**src/rtl/dp_result_acc_pkg.sv**
```systemverilog
// Shared types and saturation helpers for the burst result accumulator.
package dp_acc_pkg;

  typedef enum logic [1:0] {
    IDLE  = 2'd0,
    ACCUM = 2'd1,
    HOLD  = 2'd2
  } acc_state_e;

  localparam int unsigned WIDE_W = 64;
  typedef logic signed [WIDE_W-1:0] wide_t;

  typedef struct packed {
    wide_t sum;
    logic  ovf;
  } sat_res_t;

  // Largest positive value of a signed acc_w-bit accumulator (acc_w <= 63).
  function automatic wide_t sat_max(int unsigned acc_w);
    return wide_t'({1'b0, {(WIDE_W-1){1'b1}}} >> (WIDE_W - acc_w));
  endfunction

  function automatic wide_t sat_min(int unsigned acc_w);
    return ~sat_max(acc_w);
  endfunction

  // Operands must already be sign-extended values that fit in acc_w bits.
  function automatic sat_res_t sat_add(wide_t a, wide_t b, int unsigned acc_w);
    sat_res_t r;
    wide_t    s;
    s     = a + b;
    r.ovf = (s > sat_max(acc_w)) || (s < sat_min(acc_w));
    r.sum = (s > sat_max(acc_w)) ? sat_max(acc_w) :
            (s < sat_min(acc_w)) ? sat_min(acc_w) : s;
    return r;
  endfunction

endpackage

```
**src/rtl/dp_result_acc_if.sv**
```systemverilog
// Beat input and burst-record output of the result accumulator.
interface dp_result_acc_if #(
  parameter int unsigned N         = 16,
  parameter int unsigned ACC_W     = 32,
  parameter int unsigned MAX_BEATS = 16,
  parameter int unsigned CNT_W     = $clog2(MAX_BEATS + 1)
);
  logic                    in_valid;
  logic                    in_ready;
  logic signed [N-1:0]     in_y;
  logic                    in_co;
  logic                    in_last;
  logic                    out_valid;
  logic                    out_ready;
  logic signed [ACC_W-1:0] out_acc;
  logic [CNT_W-1:0]        out_count;
  logic [CNT_W-1:0]        out_carries;
  logic                    out_sat;

  modport master (
    output in_valid, in_y, in_co, in_last, out_ready,
    input  in_ready, out_valid, out_acc, out_count, out_carries, out_sat
  );

  modport slave (
    input  in_valid, in_y, in_co, in_last, out_ready,
    output in_ready, out_valid, out_acc, out_count, out_carries, out_sat
  );
endinterface

```
**src/rtl/dp_result_acc_sat_add.sv**
```systemverilog
// Combinational signed saturating add of a sign-extended N-bit beat into the accumulator.
module dp_sat_add
  import dp_acc_pkg::*;
#(
  parameter int unsigned N     = 16,
  parameter int unsigned ACC_W = 32
) (
  input  logic signed [ACC_W-1:0] acc_i,
  input  logic signed [N-1:0]     y_i,
  output logic signed [ACC_W-1:0] sum_c_o,
  output logic                    ovf_c_o
);
  localparam logic signed [ACC_W:0] HI = (ACC_W+1)'(sat_max(ACC_W));
  localparam logic signed [ACC_W:0] LO = (ACC_W+1)'(sat_min(ACC_W));

  logic signed [ACC_W:0] sum_w;
  logic                  pos_ovf;
  logic                  neg_ovf;

  // One guard bit is enough: both operands fit in ACC_W signed bits.
  assign sum_w   = (ACC_W+1)'(acc_i) + (ACC_W+1)'(y_i);
  assign pos_ovf = sum_w > HI;
  assign neg_ovf = sum_w < LO;
  assign ovf_c_o = pos_ovf || neg_ovf;
  assign sum_c_o = pos_ovf ? ACC_W'(HI) : neg_ovf ? ACC_W'(LO) : sum_w[ACC_W-1:0];
endmodule

```
**src/rtl/dp_result_acc.sv**
```systemverilog
// Burst reduction stage: sums datapath results with saturation and emits one record per burst.
module dp_result_acc
  import dp_acc_pkg::*;
#(
  parameter int unsigned N         = 16,
  parameter int unsigned ACC_W     = 32,
  parameter int unsigned MAX_BEATS = 16
) (
  input logic        clk,
  input logic        rst,
  dp_result_acc_if.slave acc_if
);
  localparam int unsigned CNT_W = $clog2(MAX_BEATS + 1);

  acc_state_e              state_q;
  logic signed [ACC_W-1:0] acc_q, acc_d;
  logic [CNT_W-1:0]        count_q, count_d;
  logic [CNT_W-1:0]        carries_q, carries_d;
  logic                    sat_q, sat_d;
  logic                    in_ready_q;
  logic                    out_valid_q;
  logic                    close_d;
  logic                    accept;
  logic signed [ACC_W-1:0] sum_c;
  logic                    ovf_c;

  dp_sat_add #(.N(N), .ACC_W(ACC_W)) u_sat_add (
    .acc_i   (acc_q),
    .y_i     (acc_if.in_y),
    .sum_c_o (sum_c),
    .ovf_c_o (ovf_c)
  );

  assign accept = acc_if.in_valid && in_ready_q;

  // Next burst totals for an accepted beat; count cannot exceed MAX_BEATS.
  always_comb begin
    acc_d     = sum_c;
    count_d   = count_q + CNT_W'(1);
    carries_d = carries_q + CNT_W'(acc_if.in_co);
    sat_d     = sat_q || ovf_c;
    close_d   = acc_if.in_last || (count_d == CNT_W'(MAX_BEATS));
  end

  always_ff @(posedge clk) begin
    if (rst) begin
      state_q     <= IDLE;
      acc_q       <= '0;
      count_q     <= '0;
      carries_q   <= '0;
      sat_q       <= 1'b0;
      in_ready_q  <= 1'b1;
      out_valid_q <= 1'b0;
    end else begin
      case (state_q)
        IDLE, ACCUM: begin
          if (accept) begin
            acc_q     <= acc_d;
            count_q   <= count_d;
            carries_q <= carries_d;
            sat_q     <= sat_d;
            if (close_d) begin
              state_q     <= HOLD;
              in_ready_q  <= 1'b0;
              out_valid_q <= 1'b1;
            end else begin
              state_q <= ACCUM;
            end
          end
        end
        HOLD: begin
          if (acc_if.out_ready) begin
            state_q     <= IDLE;
            acc_q       <= '0;
            count_q     <= '0;
            carries_q   <= '0;
            sat_q       <= 1'b0;
            in_ready_q  <= 1'b1;
            out_valid_q <= 1'b0;
          end
        end
        default: begin
          state_q     <= IDLE;
          in_ready_q  <= 1'b1;
          out_valid_q <= 1'b0;
        end
      endcase
    end
  end

  assign acc_if.in_ready    = in_ready_q;
  assign acc_if.out_valid   = out_valid_q;
  assign acc_if.out_acc     = acc_q;
  assign acc_if.out_count   = count_q;
  assign acc_if.out_carries = carries_q;
  assign acc_if.out_sat     = sat_q;
endmodule

```
**src/flat_wrapper.sv**
```systemverilog
// flat-port wrapper written by rule: the top's interface ports become plain ports
module dp_result_acc_flat import dp_acc_pkg::*;
#(
  parameter int unsigned N         = 16,
  parameter int unsigned ACC_W     = 32,
  parameter int unsigned MAX_BEATS = 16
)
  (clk, rst, acc_if_in_valid, acc_if_in_y, acc_if_in_co, acc_if_in_last, acc_if_out_ready, acc_if_in_ready, acc_if_out_valid, acc_if_out_acc, acc_if_out_count, acc_if_out_carries, acc_if_out_sat);
  dp_result_acc_if #(.N(N), .ACC_W(ACC_W), .MAX_BEATS(MAX_BEATS)) acc_if_i ();
  input logic clk;
  input logic rst;
  input wire logic [$bits(acc_if_i.in_valid)-1:0] acc_if_in_valid;
  input wire logic [$bits(acc_if_i.in_y)-1:0] acc_if_in_y;
  input wire logic [$bits(acc_if_i.in_co)-1:0] acc_if_in_co;
  input wire logic [$bits(acc_if_i.in_last)-1:0] acc_if_in_last;
  input wire logic [$bits(acc_if_i.out_ready)-1:0] acc_if_out_ready;
  output wire logic [$bits(acc_if_i.in_ready)-1:0] acc_if_in_ready;
  output wire logic [$bits(acc_if_i.out_valid)-1:0] acc_if_out_valid;
  output wire logic [$bits(acc_if_i.out_acc)-1:0] acc_if_out_acc;
  output wire logic [$bits(acc_if_i.out_count)-1:0] acc_if_out_count;
  output wire logic [$bits(acc_if_i.out_carries)-1:0] acc_if_out_carries;
  output wire logic [$bits(acc_if_i.out_sat)-1:0] acc_if_out_sat;
  assign acc_if_i.in_valid = acc_if_in_valid;
  assign acc_if_i.in_y = acc_if_in_y;
  assign acc_if_i.in_co = acc_if_in_co;
  assign acc_if_i.in_last = acc_if_in_last;
  assign acc_if_i.out_ready = acc_if_out_ready;
  assign acc_if_in_ready = acc_if_i.in_ready;
  assign acc_if_out_valid = acc_if_i.out_valid;
  assign acc_if_out_acc = acc_if_i.out_acc;
  assign acc_if_out_count = acc_if_i.out_count;
  assign acc_if_out_carries = acc_if_i.out_carries;
  assign acc_if_out_sat = acc_if_i.out_sat;
  dp_result_acc #(.N(N), .ACC_W(ACC_W), .MAX_BEATS(MAX_BEATS)) u_core (.clk(clk), .rst(rst), .acc_if(acc_if_i));
endmodule
```
**config.mk**
```make
export PLATFORM = sky130hd
export DESIGN_NAME = dp_result_acc_flat
export DESIGN_NICKNAME = d
export VERILOG_FILES = /design/src/rtl/dp_result_acc_pkg.sv /design/src/rtl/dp_result_acc_if.sv /design/src/rtl/dp_result_acc_sat_add.sv /design/src/rtl/dp_result_acc.sv /design/src/flat_wrapper.sv
export SDC_FILE = /design/constraint.sdc
export NUM_CORES = 1
export LEC_CHECK = 0
export CORE_ASPECT_RATIO = 1.25
export CORE_MARGIN = 2
export CORE_UTILIZATION = 39
export DETAILED_ROUTE_END_ITERATION = 12
export SLEW_MARGIN = 5
export SYNTH_ARGS = -nofsm -noshare
export SYNTH_HDL_FRONTEND = slang
export SYNTH_SLANG_ARGS = --single-unit
```
**constraint.sdc**
```tcl
create_clock -name clk -period 4.3 [get_ports clk]
set_clock_uncertainty 0.2 [all_clocks]
set_input_delay 0.645 -clock clk [delete_from_list [all_inputs] [get_ports clk]]
set_output_delay 0.645 -clock clk [all_outputs]
set_load 0.02 [all_outputs]
```
### Yosys cells after proc, flatten, opt, wreduce, memory -nomap -nowiden

Index checks and enable logic that the tools add are counted.
Widths: inputs -> output; s select.

* register bits after elaboration: 47
* input port bits: 22
* word-level logic and storage cells: 52

* $add $sub $neg: 3
* magnitude comparators: 2
* equal/unequal tests: 6
* mux-type cells: 24
* reduce and logical (&&, ||, !) cells: 10

Operator list (number)
* $mux 32: 4
* $pmux 32 s2: 1
* $add 32x16->33: 1
* $gt 33x32->1 const B: 1
* $lt 33x32->1 const B: 1
* $pmux 5 s2: 2
* $mux 5: 3
* $mux 1: 7
* $mux 2: 3
* $pmux 1 s2: 3
* $reduce_and 3->1: 2
* $add 5x1->5: 1
* $add 5x1->5 const B: 1
* $eq 5x5->1 const B: 1
* $ne 2x1->1 const B: 2
* $pmux 2 s2: 1
* $logic_or 1x1->1: 3
* $eq 2x1->1 const B: 1
* $eq 2x2->1 const B: 1
* $logic_not 2->1: 1
* $ne 2x2->1 const B: 1
* $reduce_and 2->1: 1
* $reduce_bool 2->1: 1
* $reduce_or 2->1: 1
* $logic_and 1x1->1: 1

### Longest topological paths before layout

* word-level depth: 6
* gate-level depth with buffers: 12

### Modules after synthesis

Synthesis repeated with hierarchy kept, for this count alone.

* cell total of the unflattened synthesis: 502
* area, all modules: 4051.4 um2

By module, submodules not included
* dp_sat_add: times used 1, cells each 313, area an instance 2248.4 um2, seq. area each 0.0 um2
* dp_result_acc: times used 1, cells each 189, area an instance 1803.0 um2, seq. area each 940.9 um2

### Worst setup path after synthesis

OpenSTA, ideal clock, no wires.

* kind: input-to-reg
* start: input port acc_if_in_y[4]
* end: register u_core.acc_q[20] (netlist: u_core.acc_if.out_acc[20])
* library setup time: 76 ps
* arrival: 3049 ps
* required time: 4024 ps
* setup slack: 975 ps
* cell stages on the path: 11
* path buffers: 2
* path through: ha_1 -> a211o_1 -> a211o_1 -> a211oi_4 -> o31ai_2 -> or2_1 -> buf_6 -> o31ai_4 -> nand2_4 -> buf_6 -> a31oi_1

* longest elaborated chain between the ends: 6
* elaborated cells on any way between the ends: 7
* classes of those cells: add/sub: 1; order compare: 2; mux: 4

RTL lines
* start, declared: line flat_wrapper.sv:13 `input wire logic [$bits(acc_if_i.in_y)-1:0] acc_if_in_y;`
* $add 32x16->33 (*): line dp_result_acc_sat_add.sv:21 `assign sum_w = (ACC_W+1)'(acc_i) + (ACC_W+1)'(y_i);`
* $lt 33x32->1: line dp_result_acc_sat_add.sv:23 `assign neg_ovf = sum_w < LO;`
* $mux 32: line dp_result_acc_sat_add.sv:25 `assign sum_c_o = pos_ovf ? ACC_W'(HI) : neg_ovf ? ACC_W'(LO) : sum_w[ACC_W-1:0];`
* $mux 32 (*): line dp_result_acc_sat_add.sv:25
* $mux 32 (*): line dp_result_acc.sv:57 `if (accept) begin`
* $pmux 32 s2 (*): line dp_result_acc.sv:55 `case (state_q)`
* end signal, assigned: line dp_result_acc.sv:48 `acc_q <= '0;`
* end signal, assigned: line dp_result_acc.sv:58 `acc_q <= acc_d;`
* end signal, assigned: line dp_result_acc.sv:74 `acc_q <= '0;`
* end, declared: line dp_result_acc.sv:16 `logic signed [ACC_W-1:0] acc_q, acc_d;`

Mark *: on every way between the ends. The rest lies on a longest branch, timed or not. The select of a mux whose other input is x is not followed.
A chain may end at the register's enable or synchronous reset.

### Final worst setup path

* start: input port acc_if_in_y[15]
* end: register u_core.acc_q[2] (netlist: u_core.acc_if.out_acc[2])

Same word-level chain as after synthesis.

==> impl_metrics.prom <==
# TYPE chip_impl_metric gauge
chip_impl_metric{name="synth_enable_flop_cells",unit=""} 0
chip_impl_info{name="synthFlopType",value="sky130_fd_sc_hd__dfxtp_1"} 1
chip_impl_info{name="timing.setup.critical_path_class",value="input pin to flop"} 1
chip_impl_metric{name="floorplan.initialDensity",unit=""} 0.3986
chip_impl_metric{name="seq_area_frac_synth",unit=""} 0.2470
chip_impl_info{name="ys_top_cells_by_count",value="77 x sky130_fd_sc_hd__nand2_1, 52 x sky130_fd_sc_hd__a21oi_1, 47 x sky130_fd_sc_hd__dfxtp_1"} 1
chip_impl_metric{name="ant_nets",unit=""} 0
chip_impl_metric{name="critPathArrivalTime",unit="ns"} 3.86
chip_impl_info{name="yosysMostFrequentCell",value="sky130_fd_sc_hd__nand2_1"} 1
chip_impl_metric{name="ant_cells",unit=""} 0
chip_impl_metric{name="detailedRoute.firstIterationViolations",unit=""} 212
chip_impl_metric{name="worstMarginPinSlew",unit="ns"} 1.018
chip_impl_metric{name="final_core_utilization",unit=""} 0.5001
chip_impl_metric{name="post-route-drc-count",unit=""} 0
chip_impl_metric{name="post_cts_resized",unit=""} 0
chip_impl_info{name="cts_tree",value="done"} 1
chip_impl_metric{name="final.setup.tns",unit="ns"} 0
chip_impl_metric{name="grt_pass1_wl",unit="mm"} 17.15
chip_impl_metric{name="detailedRoute.firstPassIterationCount",unit=""} 4
chip_impl_metric{name="die-width",unit="um"} 92.41
chip_impl_metric{name="yosys_warnings",unit=""} 0
chip_impl_metric{name="max_freq",unit="MHz"} 254.0
chip_impl_metric{name="number_of_distinct_library_cell_variants_in_the_gate_level_netlist_after_synthesis",unit=""} 61
chip_impl_metric{name="mux_contribution_to_synthesized_area",unit=""} 0.007882
chip_impl_metric{name="place_hpwl",unit="mm"} 7.743
chip_impl_metric{name="floorplan.die_area",unit="um^2"} 10580
chip_impl_info{name="worstHoldPathType",value="flop to flop"} 1
chip_impl_metric{name="number_of_antenna_violations_at_the_first_check_in_global_routing",unit=""} 0
chip_impl_metric{name="core_outline_area",unit="um^2"} 9559
chip_impl_metric{name="htree_num_levels",unit=""} 2
chip_impl_metric{name="first_global_vias",unit=""} 3685
chip_impl_metric{name="grtUsageTotal",unit=""} 0.1993
chip_impl_metric{name="postSynthRegisterBits",unit=""} 47
chip_impl_metric{name="place.gp.congestion",unit=""} 0.8613
chip_impl_metric{name="synth.net_count",unit=""} 547
chip_impl_metric{name="grtUsageMet1",unit=""} 0.2479
chip_impl_metric{name="hold_viol",unit=""} 0
chip_impl_metric{name="max_slew_margin",unit=""} 0.3214
chip_impl_metric{name="post_cts_buffers",unit=""} 0
chip_impl_info{name="globalRoute.busiestLayer",value="met2"} 1
chip_impl_metric{name="postRouteWirelength",unit="mm"} 10.31
chip_impl_info{name="synth_top_family_by_area",value="compound AO/OA/AOI/OAI gates"} 1
chip_impl_metric{name="post_synth_xor_area_fraction",unit=""} 0.07356
chip_impl_metric{name="postSynthAreaPerCell",unit="um^2"} 7.791
chip_impl_metric{name="ctsLongestPathBuffers",unit=""} 2
chip_impl_metric{name="tritoncts.num_buffers",unit=""} 5
chip_impl_metric{name="asyncSetResetFlopFracSynth",unit=""} 0
chip_impl_metric{name="vias_per_cell",unit=""} 5.524
chip_impl_metric{name="timing.max_cap.violations",unit=""} 0
chip_impl_metric{name="use_met3",unit=""} 0.02831
chip_impl_info{name="timing.critical_path.from_type",value="input pin"} 1
chip_impl_metric{name="finalCriticalPeriod",unit="ns"} 3.937
chip_impl_metric{name="largest_net_degree_at_the_start_of_global_routing",unit=""} 47
chip_impl_metric{name="p_leak",unit="nW"} 1.979
chip_impl_metric{name="powerDensity",unit="nW/um^2"} 456.9
chip_impl_metric{name="post_synth_top_area_share",unit=""} 0.2470
chip_impl_metric{name="irDropWorstVdd",unit="mV"} 0.1629
chip_impl_metric{name="buffer_ports.inserted",unit=""} 66
chip_impl_metric{name="post_synth_fa_ha_maj_area_fraction",unit=""} 0.1202
chip_impl_metric{name="finalNetCount",unit=""} 608
chip_impl_metric{name="post_synth_and_or_nand_nor_area_fraction",unit=""} 0.1984
chip_impl_metric{name="final-max-slew-violation-count",unit=""} 0
chip_impl_metric{name="timing.final.crit_share",unit=""} 0.9155
chip_impl_info{name="synth.largest_area_cell",value="sky130_fd_sc_hd__dfxtp_1"} 1
chip_impl_metric{name="use_met2",unit=""} 0.3494
chip_impl_info{name="setup.worst_path.end_class",value="flop"} 1
chip_impl_metric{name="drive_above_1_share",unit=""} 0.07078
chip_impl_metric{name="postCtsHoldBufs",unit=""} 0
chip_impl_info{name="run_status",value="finished clean"} 1
chip_impl_metric{name="synth_compound_area_frac",unit=""} 0.3084
chip_impl_metric{name="clk_latency",unit="ns"} 0.30
chip_impl_metric{name="layout_stage_area_growth_over_the_synthesis_result",unit="%"} 25.48
chip_impl_info{name="netlist_top_cells_area",value="sky130_fd_sc_hd__dfxtp_1 25%, sky130_fd_sc_hd__ha_1 11%, sky130_fd_sc_hd__nand2_1 7.6%"} 1
chip_impl_info{name="unrepaired_setup_endpoints_after_global_routing",value="false"} 1
chip_impl_metric{name="postSynthCellCount",unit=""} 489
chip_impl_metric{name="netlist_area",unit="um^2"} 3810
chip_impl_metric{name="cts.reportedPaths.clkPinSlew",unit="ns"} 0.07
chip_impl_metric{name="critPathRequiredTime",unit="ns"} 4.23
chip_impl_metric{name="avgRoutedWirePerCell",unit="um"} 15.23
chip_impl_metric{name="clock-sinks",unit=""} 47
chip_impl_metric{name="vias",unit=""} 3740
chip_impl_metric{name="grt_remaining_overflow",unit=""} 0
chip_impl_metric{name="die_h",unit="um"} 114.5
chip_impl_info{name="cts_root_buffer",value="sky130_fd_sc_hd__clkbuf_16"} 1
chip_impl_metric{name="core.rowCount",unit=""} 40
chip_impl_metric{name="io_pins",unit=""} 67
chip_impl_metric{name="maximum_fanout_count_along_the_critical_path",unit=""} 17
chip_impl_metric{name="finalSetupViolCount",unit=""} 0
-- stage by stage --
stage / total power [mW] / std cells / hold WS, ns / worst slack, ns / area (um^2)
after floorplan: 1.390 / 489 / 0.3017 / 0.9751 / 3810
after detailed placement: 1.731 / 669 / 0.2837 / 0.06921 / 4608
after global placement: 1.726 / 669 / 0.2732 / 0.08940 / 4608
after global routing: 2.348 / 677 / 0.3256 / 0.1516 / 4781
after CTS: 2.203 / 677 / 0.2941 / 0.3565 / 4781
final: 2.185 / 677 / 0.2851 / 0.3632 / 4781
-- cells by family after synthesis --
kind of cell	Yosys count
AND/OR/NAND/NOR	166
XOR/XNOR	32
multiplexers	3
flip-flops	47
buffers and inverters	38
adder cells (fa/ha/maj)	36
AO/OA/AOI/OAI	167
-- state kept, by name, summed over array words and instances, names as in the netlist --
register and flops:
u_core.acc_if.out_carries 5, u_core.acc_if.out_acc 32, u_core.state_q 2, u_core.acc_if.out_sat 1, u_core.acc_if.out_count 5, u_core.acc_if.in_ready 1, u_core.acc_if.out_valid 1
-- final timing paths --
path | from | endpoint | slack (ns) | cells after the start
max | acc_if_in_y[15] | u_core.acc_if.out_acc[2] | 0.36 | 12
min | u_core.acc_if.out_acc[0] | u_core.acc_if.out_acc[0] | 0.29 | 2
max reg2reg | u_core.acc_if.out_acc[4] | u_core.acc_if.out_acc[11] | 0.81 | 9
min reg2reg | u_core.acc_if.out_acc[0] | u_core.acc_if.out_acc[0] | 0.29 | 2
-- placed cells by master, fill, tap and decap left out, drive strengths merged, types with 3 or more instances in the layout --
cell,count
a2111oi,3
a211o,3
a211oi,5
a21o,13
a21oi,53
a221oi,4
a22oi,8
a31oi,24
and2,4
buf,13
clkbuf,5
clkdlybuf4s50,65
dfxtp,47
ha,35
inv,15
mux2i,3
nand2,78
nand2b,6
nand3,9
nand4,9
nor2,35
nor2b,6
nor3,7
nor3b,3
o21a,3
o21ai,22
o21bai,5
o22ai,3
o31a,3
o31ai,5
xnor2,17
xor2,15
-- metal layers --
| layer | part of all wire | vias up |
|---|---|---|
| li1 | - | 1904 |
| met1 | 0.44 | 1741 |
| met4 | 0.023 | 0 |
| met2 | 0.49 | 81 |
| met3 | 0.040 | 14 |
| met5 | 0 | - |
-- power by group --
| group | internal (mW) | switching [mW] |
|---|---|---|
| clock | 0.278 | 0.181 |
| combinational | 0.512 | 0.639 |
| sequential | 0.508 | 0.0662 |
| total | 1.30 | 0.887 |
-- layout make-up --
type,instances,area [um^2]
multi-input combinational,404,2699
sequential,47,940.9
timing repair buffer,78,758.2
clock inverter,3,47.55
clock buffer,5,125.1
inverter,14,52.55
fill,966,4778
tap,126,157.7
-- worst max-delay path, cell delays in order --
cell                              delay [ns]
sky130_fd_sc_hd__clkdlybuf4s50_1        0.45
sky130_fd_sc_hd__buf_12                 0.18
sky130_fd_sc_hd__ha_1                   0.35
sky130_fd_sc_hd__a21oi_1                0.27
sky130_fd_sc_hd__nand2_1                0.08
sky130_fd_sc_hd__a221oi_1               0.50
sky130_fd_sc_hd__o22ai_1                0.22
sky130_fd_sc_hd__a2111oi_2              0.55
sky130_fd_sc_hd__a21oi_2                0.19
sky130_fd_sc_hd__buf_4                  0.21
sky130_fd_sc_hd__o21ai_0                0.11
sky130_fd_sc_hd__a21oi_1                0.11
No activity file was read; power rests on OpenSTA's default activity.
